[config.mk]
export PLATFORM = sky130hd
export DESIGN_NAME = lm70_spi_reader_flat
export DESIGN_NICKNAME = d
export VERILOG_FILES = /design/src/rtl/lm70_pkg.sv /design/src/rtl/lm70_spi_reader_if.sv /design/src/rtl/lm70_spi_reader_spi_clk_gen.sv /design/src/rtl/lm70_spi_reader.sv /design/src/flat_wrapper.sv
export SDC_FILE = /design/constraint.sdc
export NUM_CORES = 1
export LEC_CHECK = 0
export CORE_MARGIN = 10
export CORE_UTILIZATION = 25
export DETAILED_ROUTE_END_ITERATION = 10
export HOLD_SLACK_MARGIN = 0.12
export RECOVER_POWER = 25
export SETUP_SLACK_MARGIN = 0.1
export SLEW_MARGIN = 15
export SYNTH_ARGS = -nofsm -noshare
export SYNTH_HDL_FRONTEND = slang
export SYNTH_SLANG_ARGS = --single-unit
export TNS_END_PERCENT = 5
[constraint.sdc]
create_clock -name clk -period 2.1 [get_ports clk]
set_input_delay 0.315 -clock clk [delete_from_list [all_inputs] [get_ports clk]]
set_output_delay 0.315 -clock clk [all_outputs]
set_load 0.02 [all_outputs]
[src/rtl/lm70_pkg.sv]
// Shared LM70 definitions: frame geometry, FSM encoding, and the raw-word to display conversion.
// Pure combinational helpers; no state.
package lm70_pkg;

    localparam int LM70_FRAME_BITS = 16;
    localparam int LM70_DEG_MSB    = 15;
    localparam int LM70_DEG_LSB    = 7;
    localparam int DISP_MAX_DEG    = 99;

    typedef enum logic [1:0] {
        ST_IDLE,
        ST_SETUP,
        ST_SHIFT,
        ST_LATCH
    } state_t;

    typedef struct packed {
        logic [7:0] deg_c;
        logic       neg;
        logic       ovf;
    } temp_t;

    // Whole degrees live in the top 9 bits as two's complement; the display only handles 0..99.
    function automatic temp_t lm70_convert(input logic [LM70_FRAME_BITS-1:0] raw);
        logic [8:0] deg;
        logic [8:0] mag;
        temp_t      t;
        deg     = raw[LM70_DEG_MSB:LM70_DEG_LSB];
        t.neg   = deg[8];
        mag     = t.neg ? (~deg + 9'd1) : deg;
        t.ovf   = (mag > 9'(DISP_MAX_DEG));
        t.deg_c = t.ovf ? 8'(DISP_MAX_DEG) : mag[7:0];
        return t;
    endfunction

endpackage

[src/rtl/lm70_spi_reader_if.sv]
// Three-wire LM70 SPI bus: chip select, clock and the sensor's data line.
// Master drives cs_n/sck and samples miso; the sensor side is the slave.
interface lm70_spi_reader_if;
    logic cs_n;
    logic sck;
    logic miso;

    modport master (output cs_n, output sck, input miso);
    modport slave  (input cs_n, input sck, output miso);
endinterface

[src/rtl/lm70_spi_reader_spi_clk_gen.sv]
// SCK generator: counts CLK_DIV-cycle half-periods while run is high, toggling sck when tog_en.
// Strobes are combinational from the counter; sck is a flop and returns low whenever run drops.
module spi_clk_gen #(
    parameter int CLK_DIV = 2
) (
    input  logic clk,
    input  logic rst,
    input  logic run,
    input  logic tog_en,
    output logic sck,
    output logic rise,
    output logic hp_done
);

    localparam int CW = (CLK_DIV > 1) ? $clog2(CLK_DIV) : 1;

    logic [CW-1:0] cnt_q, cnt_d;
    logic          sck_q, sck_d;

    always_comb begin
        hp_done = run && (cnt_q == CW'(CLK_DIV - 1));
        rise    = hp_done && tog_en && !sck_q;
        cnt_d   = cnt_q;
        sck_d   = sck_q;
        if (!run) begin
            cnt_d = '0;
            sck_d = 1'b0;
        end else if (hp_done) begin
            cnt_d = '0;
            if (tog_en) begin
                sck_d = !sck_q;
            end
        end else begin
            cnt_d = cnt_q + CW'(1);
        end
    end

    always_ff @(posedge clk) begin
        if (rst) begin
            cnt_q <= '0;
            sck_q <= 1'b0;
        end else begin
            cnt_q <= cnt_d;
            sck_q <= sck_d;
        end
    end

    assign sck = sck_q;

endmodule

[src/rtl/lm70_spi_reader.sv]
// LM70 SPI reader: runs a 16-bit read frame on start or periodic trigger and converts it to display degrees.
// Latency 1+CLK_DIV+2*NBITS*CLK_DIV cycles to temp_valid; triggers while busy are dropped.
module lm70_spi_reader
    import lm70_pkg::*;
#(
    parameter int CLK_DIV       = 2,
    parameter int SAMPLE_PERIOD = 1000000,
    parameter int NBITS         = 16
) (
    input  logic                       clk,
    input  logic                       rst,
    input  logic                       auto_en,
    input  logic                       start,
    lm70_spi_reader_if.master          spi,
    output logic                       busy,
    output logic [LM70_FRAME_BITS-1:0] temp_raw,
    output logic [7:0]                 temp_c,
    output logic                       temp_neg,
    output logic                       temp_ovf,
    output logic                       temp_valid
);

    localparam int PW = $clog2(SAMPLE_PERIOD);
    localparam int HW = $clog2(2 * NBITS);

    state_t                      state_q, state_d;
    logic [PW-1:0]               per_q, per_d;
    logic [HW-1:0]               hp_q, hp_d;
    logic [LM70_FRAME_BITS-1:0]  shreg_q, shreg_d;
    logic [LM70_FRAME_BITS-1:0]  raw_q, raw_d;
    temp_t                       res_q, res_d;
    logic                        vld_q, vld_d;
    logic                        cs_n_q, cs_n_d;

    logic run, tog_en, sck, rise, hp_done;
    logic per_wrap, trig;

    spi_clk_gen #(.CLK_DIV(CLK_DIV)) u_clk_gen (
        .clk     (clk),
        .rst     (rst),
        .run     (run),
        .tog_en  (tog_en),
        .sck     (sck),
        .rise    (rise),
        .hp_done (hp_done)
    );

    always_comb begin
        run      = (state_q == ST_SETUP) || (state_q == ST_SHIFT);
        tog_en   = (state_q == ST_SHIFT);
        per_wrap = (per_q == PW'(SAMPLE_PERIOD - 1));
        per_d    = per_wrap ? '0 : per_q + PW'(1);
        trig     = start || (per_wrap && auto_en);

        state_d  = state_q;
        hp_d     = hp_q;
        shreg_d  = shreg_q;
        raw_d    = raw_q;
        res_d    = res_q;
        vld_d    = 1'b0;

        case (state_q)
            ST_IDLE: begin
                if (trig) begin
                    state_d = ST_SETUP;
                    hp_d    = '0;
                end
            end
            ST_SETUP: begin
                if (hp_done) begin
                    state_d = ST_SHIFT;
                end
            end
            ST_SHIFT: begin
                if (hp_done) begin
                    hp_d = hp_q + HW'(1);
                    // Last half-period ends with sck low; results are loaded so they
                    // appear in the LATCH cycle together with the strobe.
                    if (hp_q == HW'(2 * NBITS - 1)) begin
                        state_d = ST_LATCH;
                        raw_d   = shreg_q;
                        res_d   = lm70_convert(shreg_q);
                        vld_d   = 1'b1;
                    end
                end
            end
            default: begin
                state_d = ST_IDLE;
            end
        endcase

        if (rise) begin
            shreg_d = {shreg_q[LM70_FRAME_BITS-2:0], spi.miso};
        end

        cs_n_d = !((state_d == ST_SETUP) || (state_d == ST_SHIFT));
    end

    always_ff @(posedge clk) begin
        if (rst) begin
            state_q <= ST_IDLE;
            per_q   <= '0;
            hp_q    <= '0;
            shreg_q <= '0;
            raw_q   <= '0;
            res_q   <= '0;
            vld_q   <= 1'b0;
            cs_n_q  <= 1'b1;
        end else begin
            state_q <= state_d;
            per_q   <= per_d;
            hp_q    <= hp_d;
            shreg_q <= shreg_d;
            raw_q   <= raw_d;
            res_q   <= res_d;
            vld_q   <= vld_d;
            cs_n_q  <= cs_n_d;
        end
    end

    assign spi.cs_n   = cs_n_q;
    assign spi.sck    = sck;
    assign busy       = (state_q != ST_IDLE);
    assign temp_raw   = raw_q;
    assign temp_c     = res_q.deg_c;
    assign temp_neg   = res_q.neg;
    assign temp_ovf   = res_q.ovf;
    assign temp_valid = vld_q;

endmodule

[src/flat_wrapper.sv]
// flat-port wrapper written by rule: the top's interface ports become plain ports
module lm70_spi_reader_flat import lm70_pkg::*;
#(
    parameter int CLK_DIV       = 2,
    parameter int SAMPLE_PERIOD = 1000000,
    parameter int NBITS         = 16
)
  (clk, rst, auto_en, start, busy, temp_raw, temp_c, temp_neg, temp_ovf, temp_valid, spi_cs_n, spi_sck, spi_miso);
  lm70_spi_reader_if spi_i ();
  input  logic clk;
  input  logic rst;
  input  logic auto_en;
  input  logic start;
  output logic busy;
  output logic [LM70_FRAME_BITS-1:0] temp_raw;
  output logic [7:0] temp_c;
  output logic temp_neg;
  output logic temp_ovf;
  output logic temp_valid;
  output wire logic [$bits(spi_i.cs_n)-1:0] spi_cs_n;
  output wire logic [$bits(spi_i.sck)-1:0] spi_sck;
  input wire logic [$bits(spi_i.miso)-1:0] spi_miso;
  assign spi_cs_n = spi_i.cs_n;
  assign spi_sck = spi_i.sck;
  assign spi_i.miso = spi_miso;
  lm70_spi_reader #(.CLK_DIV(CLK_DIV), .SAMPLE_PERIOD(SAMPLE_PERIOD), .NBITS(NBITS)) u_core (.clk(clk), .rst(rst), .auto_en(auto_en), .start(start), .spi(spi_i), .busy(busy), .temp_raw(temp_raw), .temp_c(temp_c), .temp_neg(temp_neg), .temp_ovf(temp_ovf), .temp_valid(temp_valid));
endmodule
Word level (Yosys, flattened, before mapping) --
Index checks and enable logic that the tools add are counted.
Word-level totals: logic and storage cells 59, input port bits 5, output and inout bits 30, register bits 73
Cells by class: $add $sub $neg 4, reduce and logical (&&, ||, !) cells 19, magnitude comparators 1, bitwise logic cells 4, multiplexer cells 11, equality and inequality tests 8
Operators with widths (count):
- $add 20x1->20 const B | 1
- $eq 20x20->1 const B | 1
- $mux 5 | 2
- $pmux 5 s2 | 1
- $add 9x1->9 const B | 1
- $gt 9x7->1 const B | 1
- $mux 9 | 1
- $not 9->9 | 1
- $mux 2 | 4
- $mux 8 | 1
- $pmux 2 s3 | 1
- $reduce_and 3->1 | 2
- $reduce_or 3->1 | 2
- $add 5x1->5 const B | 1
- $eq 5x5->1 const B | 1
- $eq 2x1->1 const B | 2
- $eq 2x2->1 const B | 2
- $logic_and 1x1->1 | 4
- $ne 2x1->1 const B | 2
- $reduce_bool 2->1 | 2
- $reduce_or 2->1 | 2
- $logic_or 1x1->1 | 3
- $not 1->1 | 3
- $logic_not 1->1 | 2
- other kinds (4) | 4

Depth between registers and ports, before layout --
Gate-level depths: netlist of the first run.
depth in word-level cells 8, depth in mapped cells 9, mapped depth without buffers 8

Modules after synthesis --
A second synthesis of the first run with hierarchy kept.
Unflattened totals: cells, all modules 383, area total of the unflattened synthesis 3367.0 sq um
Modules (own cells, without submodules):
- lm70_spi_reader | instances 1, area each 3273.1 sq um, sequential area each 1401.3 sq um, cells an instance 374
- spi_clk_gen | instances 1, area each 93.8 sq um, sequential area each 40.0 sq um, cells an instance 9

Worst setup path before layout of the first run --
No wires, ideal clock.
path kind register to register, start register u_core.shreg_q[7], end register u_core.res_q (netlist bit u_core.temp_c[0]), period minus slack after synthesis 1.958 ns, buffers on the path 2, cell stages (with the launch flop) 10, setup time 0.079 ns, data required time 2.021 ns, data arrival time 1.879 ns, setup slack 0.142 ns, path through dfxtp_1 clkbuf_1 inv_1 ha_1 clkbuf_1 o21bai_1 a21oi_1 o221ai_2 o21a_1 a211oi_2
Between the ends: cells in the longest elaborated chain, start to end 5
Ends and longest elaborated chain:
- from (decl) | line lm70_spi_reader.sv:29 | logic [LM70_FRAME_BITS-1:0] shreg_q, shreg_d;
- from (signal assigned) | line lm70_spi_reader.sv:113 | shreg_q <= shreg_d;
- $not 9->9 | line lm70_pkg.sv:30 | mag = t.neg ? (~deg + 9'd1) : deg;
- $add 9x1->9 | line lm70_pkg.sv:30
- $mux 9 (*) | line lm70_pkg.sv:30
- $gt 9x7->1 | line lm70_pkg.sv:31 | t.ovf = (mag > 9'(DISP_MAX_DEG));
- $mux 8 (*) | line lm70_pkg.sv:32 | t.deg_c = t.ovf ? 8'(DISP_MAX_DEG) : mag[7:0];
- to (signal assigned) | line lm70_spi_reader.sv:115 | res_q <= res_d;
- to (decl) | line lm70_spi_reader.sv:31 | temp_t res_q, res_d;
Mark *: on every way between the ends. The rest lies on a longest branch, timed or not. A chain may end at the register's enable or synchronous reset.

Final worst setup path of the first run --
start register u_core.hp_q[0], end register u_core.cs_n_q (netlist: u_core.spi.cs_n)
Between the ends: cells in the longest elaborated chain, start to end 7, elaborated cells on any way between the ends 8, classes of those cells 3 x eq/ne; 3 x mux; 2 x reduce/logical
Ends and longest elaborated chain:
- from (decl) | line lm70_spi_reader.sv:28 | logic [HW-1:0] hp_q, hp_d;
- from (signal assigned) | line lm70_spi_reader.sv:112 | hp_q <= hp_d;
- $eq 5x5->1 (*) | line lm70_spi_reader.sv:79 | if (hp_q == HW'(2 * NBITS - 1)) begin
- $mux 2 (*) | line lm70_spi_reader.sv:79
- $mux 2 (*) | line lm70_spi_reader.sv:75 | if (hp_done) begin
- $pmux 2 s3 (*) | line lm70_spi_reader.sv:62 | case (state_q)
- $eq 2x1->1 / $eq 2x2->1 (equally long branches) | line lm70_spi_reader.sv:96 | cs_n_d = !((state_d == ST_SETUP) || (state_d == ST_SHIFT));
- $logic_or 1x1->1 (*) | line lm70_spi_reader.sv:96
- $logic_not 1->1 (*) | line lm70_spi_reader.sv:96
- to (signal assigned) | line lm70_spi_reader.sv:117 | cs_n_q <= cs_n_d;
- to (decl) | line lm70_spi_reader.sv:33 | logic cs_n_q, cs_n_d;
Marked as above.

==> results of run 1 <==
==> sequential cells by signal (all words and copies together), names as in the netlist <==
signal                  flops
u_core.shreg_q             16
u_core.spi.cs_n             1
u_core.u_clk_gen.sck        1
u_core.temp_c               8
u_core.temp_neg             1
u_core.temp_valid           1
u_core.hp_q                 5
u_core.temp_raw            15
u_core.per_q               20
u_core.temp_ovf             1
u_core.state_q              2
u_core.u_clk_gen.cnt_q      1
==> power by group <==
part | internal [uW] | switching (uW)
Sequential | 1380 | 15.2
Combinational | 63.4 | 91.1
Clock | 949 | 561
==> cell usage in the layout (no fill, tap or decap), types with 2 or more instances in the layout <==
cell and n:
and4_1 2, nor3_1 5, nor4_1 4, a21o_1 2, o21ai_0 6, inv_1 9
and3_1 2, nor2_1 37, nand2b_1 4, or2_2 2, o31ai_1 2, ha_2 2
nand3_1 13, mux2_2 2, clkbuf_16 9, ha_1 6, a211oi_2 2, a211oi_1 2
clkinv_2 2, buf_4 18, dfxtp_2 3, nor3b_1 2, a21oi_1 42, dlygate4sd3_1 23
xnor2_1 8, a31oi_1 3, dfxtp_1 69, o21a_1 2, nand2_1 82, clkdlybuf4s50_1 9
xor2_1 15, mux2i_1 4, o21bai_1 2, nand4_1 9
==> what timing repair did <==
action	4_1_cts	5_1_grt
hold buffers	0	0
pin swaps	1	2
buffers inserted	0	0
endpoints found under the setup margin	4	15
gates resized for setup	3	8
==> layout make-up <==
cell class / count / area share (%)
tap: 172 / 5.20
inverter: 9 / 0.817
clock inverter: 5 / 1.36
timing repair buffer: 52 / 11.4
clock buffer: 11 / 5.87
multi-input combinational: 285 / 40.4
sequential: 72 / 34.9
==> through the flow <==
stage	utilization, %	power, uW	std cells	area, um2
after global routing	32.8	3190	606	4140
final	32.8	3060	606	4140
after global placement	30.2	1570	590	3810
after floorplan	-	1520	391	3220
after detailed placement	30.2	1580	590	3810
after CTS	32.6	3100	606	4110
==> kinds of logic after synthesis <==
family,Yosys count,synth area share (%)
xor+xnor,23,6.25
compound gates,74,14.9
flops,72,44.7
fa+ha+maj,9,3.50
buf+inv,34,4.12
simple gates,173,24.6
mux,6,1.94
==> worst reg2reg max path, delay by kind of cell (launching register included) <==
family,cells,cell delay (ns)
simple gates,3,0.52
fa+ha+maj,2,0.44
compound gates,3,0.58
flops,1,0.34
==> layer usage <==
layer / vias to the layer above / global-route usage [%] / routed length [um]
met4: 0 / 2.72 / 63
met3: 5 / 3.42 / 330
li1: 1408 / - / -
met2: 39 / 13.8 / 3500
met5: - / 0 / 0
met1: 1293 / 9.52 / 3380
==> worst max path at each step <==
stage                     slack [ns]                             to                            from  cells past startpoint
after floorplan                 0.14  u_core.temp_c[0]$_SDFFE_PP0P_  u_core.shreg_q[7]$_SDFFE_PP0P_                      9
after global placement          0.19    u_core.hp_q[3]$_SDFFE_PP0P_    u_core.state_q[0]$_SDFF_PP0_                      7
after detailed placement         0.1     u_core.spi.cs_n$_SDFF_PP1_    u_core.state_q[0]$_SDFF_PP0_                      7
after CTS                       0.08     u_core.spi.cs_n$_SDFF_PP1_    u_core.state_q[0]$_SDFF_PP0_                      7
after global routing            0.06     u_core.spi.cs_n$_SDFF_PP1_     u_core.hp_q[0]$_SDFFE_PP0P_                      8
final                           0.13     u_core.spi.cs_n$_SDFF_PP1_     u_core.hp_q[0]$_SDFFE_PP0P_                      8
==> results by group, run 1 <==
Floorplanning
  • Area of the die: about 0.018 mm2
  • Num rows: about 40
  • Io pins: 35
  • Initial core utilization: between 20% and 30%
  • Die Ht: 134 um
  • Core Box Area: around 0.013 mm2
  • DIE WIDTH: 134 um

Finish
  • Synthesis-to-finish area growth: 28.3%
  • Fill count: around 1300
  • Ratio of cells with drive above 1 in the final layout: between 10% and 20%
  • Antenna Diode Count: 0
  • Seq. cell area: between 0.001 and 0.0015 mm2
  • # nets final: 443
  • Multi-input logic area: 0.00167 mm2

Logic synthesis
  • Top cells by area, synth: dfxtp_1 45%, nand2_1 9.6%, a21oi_1 6.5%
  • Count leader, synth: nand2_1
  • Yosys warnings: 0
  • Commonest cells post-synth: 82 x nand2_1, 72 x dfxtp_1, 42 x a21oi_1, 37 x nor2_1, 23 x clkbuf_1
  • Yosys reg bits: 72
  • Post-synth top area share: 44.7%
  • Sequential fraction of the synthesis area: between 40 and 50%
  • Ys flop type: dfxtp_1
  • Post-Synthesis Cells: 391
  • Mapped cell area: between 0.003 and 0.004 mm2
  • EDFF count, synth: 0
  • Avg Cell Area, Syn: between 8 and 9 um2
  • Net count after synthesis: a little over 400
  • Count of cell types in the netlist: 50
  • Async set-or-reset flop fraction in the synthesized netlist: 0%
  • Yosys top cell by area: dfxtp_1

Worst setup path
  • FF-to-FF Start: u_core.hp_q[0]$_SDFFE_PP0P_
  • R2R Path End: u_core.spi.cs_n$_SDFF_PP1_
  • Reg2Reg Depth: 8
  • Cell family with most CP delay: compound AO/OA/AOI/OAI gates
  • Reg2reg setup slack: approximately 0.13 ns
  • Worst Setup Start Kind: register
  • Crit path largest cell delay: approximately 0.36 ns
  • Data required, critical path: ~2.4 ns
  • Most frequent CP cell: ha_1
  • Max Fanout on Critical Path: 5
  • Critical-path cell list: ha_1, and3_1, ha_1, and4_2, a311o_1, nand2_1, a21oi_1, o31ai_1
  • CP Buf/Inv Count: 0
  • CP max-delay cell: a311o_1
  • Worst Setup End Kind: register
  • WS Path Type: reg2reg
  • Worst EP arrival: roughly 2.2 ns

Timing
  • Unrepaired setup endpoints after global routing: true
  • Fmax: slightly above 500 MHz
  • Final Hold Fails: 0
  • PnR worst setup slack: between 0.1 and 0.15 ns
  • Pins Over Slew Limit: 0
  • Post-route setup TNS: 0 ns
  • Tightest Pin Transition: approximately 0.55 ns
  • Tmin final: around 2.0 ns
  • Final Skew: roughly 0.0064 ns
  • Final setup viols: 0
  • Final hold slack: ~0.36 ns
  • Tcrit/Tclk final: about 94%
  • Slew Limit Headroom: 62.7%

CTS
  • Root Driver: clkbuf_16
  • Worst skew pair latency: between 0.3 and 0.4 ns
  • Num CTS Buffers: 9
  • Htree depth: 3
  • TritonCTS clock tree: yes
  • Clk slew on worst S/H paths: approximately 0.060 ns
  • CTS Buffer Depth: 2
  • Num Clock Sinks: between 70 and 80

Worst hold path
  • Hold Crit Class: in2reg
  • Worst Hold Path Cells: 2
  • Worst Hold Launch: rst
  • Hold worst-path end: u_core.temp_raw[14]$_SDFFE_PP0P_

Global routing
  • Initial antenna violation count: 0
  • Total grt overflow: 0
  • Vias in the first global route: roughly 2700
  • GRT Resource Usage Total: between 8 and 9%
  • Largest net degree at the start of global routing: 21
  • First-pass GRT wire length: 12.5 mm

Routing
  • DRT Wirelength: around 7.3 mm
  • Pre-Repair DR Iteration Count: 4
  • DRT antenna net count: 0
  • DR WL/cell: between 10 and 15 um
  • Post-route DRC: 0
  • Via count: about 2700
  • Vias/cell: around 4.5
  • Detailed router's first-iteration violation count: around 140

Placed design
  • RePlAce Congestion: between 0.8 and 0.9
  • Setup Slack @ Placement: 0.0978 ns
  • PortBufs: 34
  • DP HPWL: 5.28 mm

Pwr
  • Leakage: ~0.0015 uW
  • Maximum vdd drop: approximately 0.00038 V
  • Pwr per Cell Area: around 740 mW/mm2

Job
  • MaxCap Viol Count: 0

Outcome
  • Outcome: complete, no violations
Power figures use the tool's default switching activity.
==> run 2, diff against run 1 <==
Settings changed: SETUP_SLACK_MARGIN 0.1 to 0.05.
==> run 2 against run 1 <==
  * Worst hold slack worse by 0.0017 ns
  * Die area stayed put
  * Fmax is 0.18% lower
  * First-iteration DRC count is 1.5% higher
  * Critical path type unchanged
  * Clock power hardly changed
  * Clock skew is 0.00072 ns lower
  * Non-clock buffer count stayed put
==> results by group, run 2 (same netlist as run 1, synthesis figures left out) <==
Timing
  • Fmax: roughly 500 MHz
  • Unrepaired setup endpoints after global routing: true
  • Tightest Pin Transition: 0.556 ns
  • Post-route setup TNS: 0 ns
  • Slew Limit Headroom: a little over three fifths
  • Tmin final: ~2 ns
  • Tcrit/Tclk final: a little over nine tenths
  • Final Hold Fails: 0
  • Final Skew: ~0.0057 ns
  • Final setup viols: 0
  • Pins Over Slew Limit: 0

Worst setup path
  • CP max-delay cell: a311o_1
  • Most frequent CP cell: ha_1
  • Reg2reg setup slack: 0.13 ns
  • Cell family with most CP delay: compound AO/OA/AOI/OAI gates
  • Worst EP arrival: roughly 2.2 ns
  • Crit path largest cell delay: between 0.3 and 0.4 ns
  • Critical path endpoint: u_core.spi.cs_n$_SDFF_PP1_
  • CP Buf/Inv Count: 0
  • Max Fanout on Critical Path: 5
  • R2R Path End: u_core.spi.cs_n$_SDFF_PP1_
  • Reg2Reg Depth: 8
  • Worst Setup Start Kind: register
  • Cell depth of the worst setup path: 8
  • Data required, critical path: approximately 2.4 ns
  • Worst Setup End Kind: register
  • Critical Path Source: u_core.hp_q[0]$_SDFFE_PP0P_
  • Critical-path cell list: ha_1, and3_1, ha_1, and4_1, a311o_1, nand2_1, a21oi_1, o31ai_1
  • WS Path Type: reg2reg
  • FF-to-FF Start: u_core.hp_q[0]$_SDFFE_PP0P_

Finish
  • # nets final: ~440
  • Commonest non-fill, non-tap cell in the layout: nand2_1
  • Fill count: 1341
  • Commonest cells after routing, fill and taps aside: 82 x nand2_1, 71 x dfxtp_1, 42 x a21oi_1, 37 x nor2_1, 23 x dlygate4sd3_1
  • Synthesis-to-finish area growth: 27.7%
  • Ratio of cells with drive above 1 in the final layout: 11.5%
  • Register bank with the most flops: u_core.per_q
  • Final Non-Filler Cells: a little over 600
  • Antenna Diode Count: 0
  • Max reg flops: 20
  • Fin area: around 0.0041 mm2

Placed design
  • Placed Area: ~0.0038 mm2
  • DP HPWL: ~5.3 mm
  • PortBufs: 34
  • Placed insts: 590
  • RePlAce Congestion: 0.858

Global routing
  • Largest net degree at the start of global routing: 21
  • Total grt overflow: 0
  • Initial antenna violation count: 0
  • Vias in the first global route: between 2000 and 3000
  • GRT Resource Usage Total: under 10%
  • First-pass GRT wire length: around 12 mm

CTS
  • CTS Buffer Depth: 2
  • Num CTS Buffers: 9
  • Post-CTS Setup Inserts: 0
  • Htree depth: 3
  • TritonCTS clock tree: yes
  • Hold buffers post-CTS: 0
  • Clk slew on worst S/H paths: around 0.060 ns
  • Root Driver: clkbuf_16
  • Worst skew pair latency: about 0.33 ns
  • Num Clock Sinks: slightly above 70

Floorplanning
  • Initial core utilization: around a quarter
  • Die Ht: approximately 130 um
  • DIE WIDTH: between 100 and 150 um
  • Num rows: 41
  • Io pins: 35
  • Core Box Area: ~0.013 mm2
  • Area of the die: 0.0178 mm2

Pwr
  • Pwr per Cell Area: ~740 mW/mm2
  • Final Total Pwr: a little over 3000 uW
  • Maximum vdd drop: 0.000376 V
  • Leakage: between 0.0015 and 0.002 uW

Worst hold path
  • Hold Crit Class: in2reg

Routing
  • Detailed router's first-iteration violation count: approximately 140
  • Pre-Repair DR Iteration Count: 7
  • Vias/cell: between 4 and 5
  • Post-route DRC: 0
  • DRT antenna net count: 0
  • Via count: around 2800
  • DRT Wirelength: between 7 and 8 mm
  • DR WL/cell: approximately 12 um

Outcome
  • Outcome: complete, no violations

Job
  • MaxCap Viol Count: 0
==> run 2: cell count changes in the layout (fill, tap and decap cells not counted) <==
cell             change
dlygate4sd2_1        +1
and4_1               +1
ha_1                 +2
clkdlybuf4s15_1      -1
and4_2               -1
dfxtp_1              +2
dfxtp_2              -2
ha_2                 -1
ha_4                 -1
==> run 2: layout make-up <==
class / count / area, um2 / area share, %
multi-input cells: 285 / 1660 / 40.2
flip-flops and latches: 72 / 1440 / 35.1
repair buffers: 52 / 469 / 11.4
clock buffers: 11 / 243 / 5.90
well taps: 172 / 215 / 5.23
clock inverters: 5 / 56.3 / 1.37
inverters: 9 / 33.8 / 0.821
==> run 2: how the worst min path moves through the flow <==
stage                     cells past startpoint  slack, ns                              from                               end
after floorplan                               1       0.43        u_core.per_q[0]$_SDFF_PP0_        u_core.per_q[0]$_SDFF_PP0_
after detailed placement                      2       0.45  u_core.temp_raw[10]$_SDFFE_PP0P_  u_core.temp_raw[10]$_SDFFE_PP0P_
after CTS                                     2       0.35                               rst   u_core.shreg_q[15]$_SDFFE_PP0P_
after global placement                        1       0.44        u_core.per_q[0]$_SDFF_PP0_        u_core.per_q[0]$_SDFF_PP0_
final                                         2       0.35                               rst  u_core.temp_raw[14]$_SDFFE_PP0P_
after global routing                          2       0.38                               rst       u_core.hp_q[4]$_SDFFE_PP0P_
==> run 2: metal layers <==
| metal | vias up | global-route usage, % | share of wire, % |
|---|---|---|---|
| met5 | - | 0 | 0 |
| met4 | 0 | 2.72 | 0.97 |
| met3 | 5 | 3.42 | 5.0 |
| met2 | 53 | 13.8 | 48 |
| met1 | 1291 | 9.52 | 47 |
| li1 | 1407 | - | - |
==> run 2: metrics by stage <==
stage	hold slack (ns)	util, %	worst slack, ns
floorplan	0.426	-	0.142
global placement	0.440	30.2	0.186
detailed placement	0.446	30.2	0.0978
CTS	0.349	32.5	0.0582
global route	0.376	32.6	0.00920
finish	0.354	32.6	0.131
==> run 2: repair_timing <==
item                       4_1_cts  5_1_grt
pin swaps                        0        1
resized for setup                1        4
setup endpoints to repair        1       12
==> run 2: power by group <==
group | leakage, uW | internal (uW) | switching [uW] | total [uW]
clock | 0.000145 | 949 | 563 | 1510
sequential | 0.000581 | 1380 | 15.0 | 1390
combinational | 0.000783 | 60.6 | 89.9 | 150
total | 0.00151 | 2390 | 668 | 3060
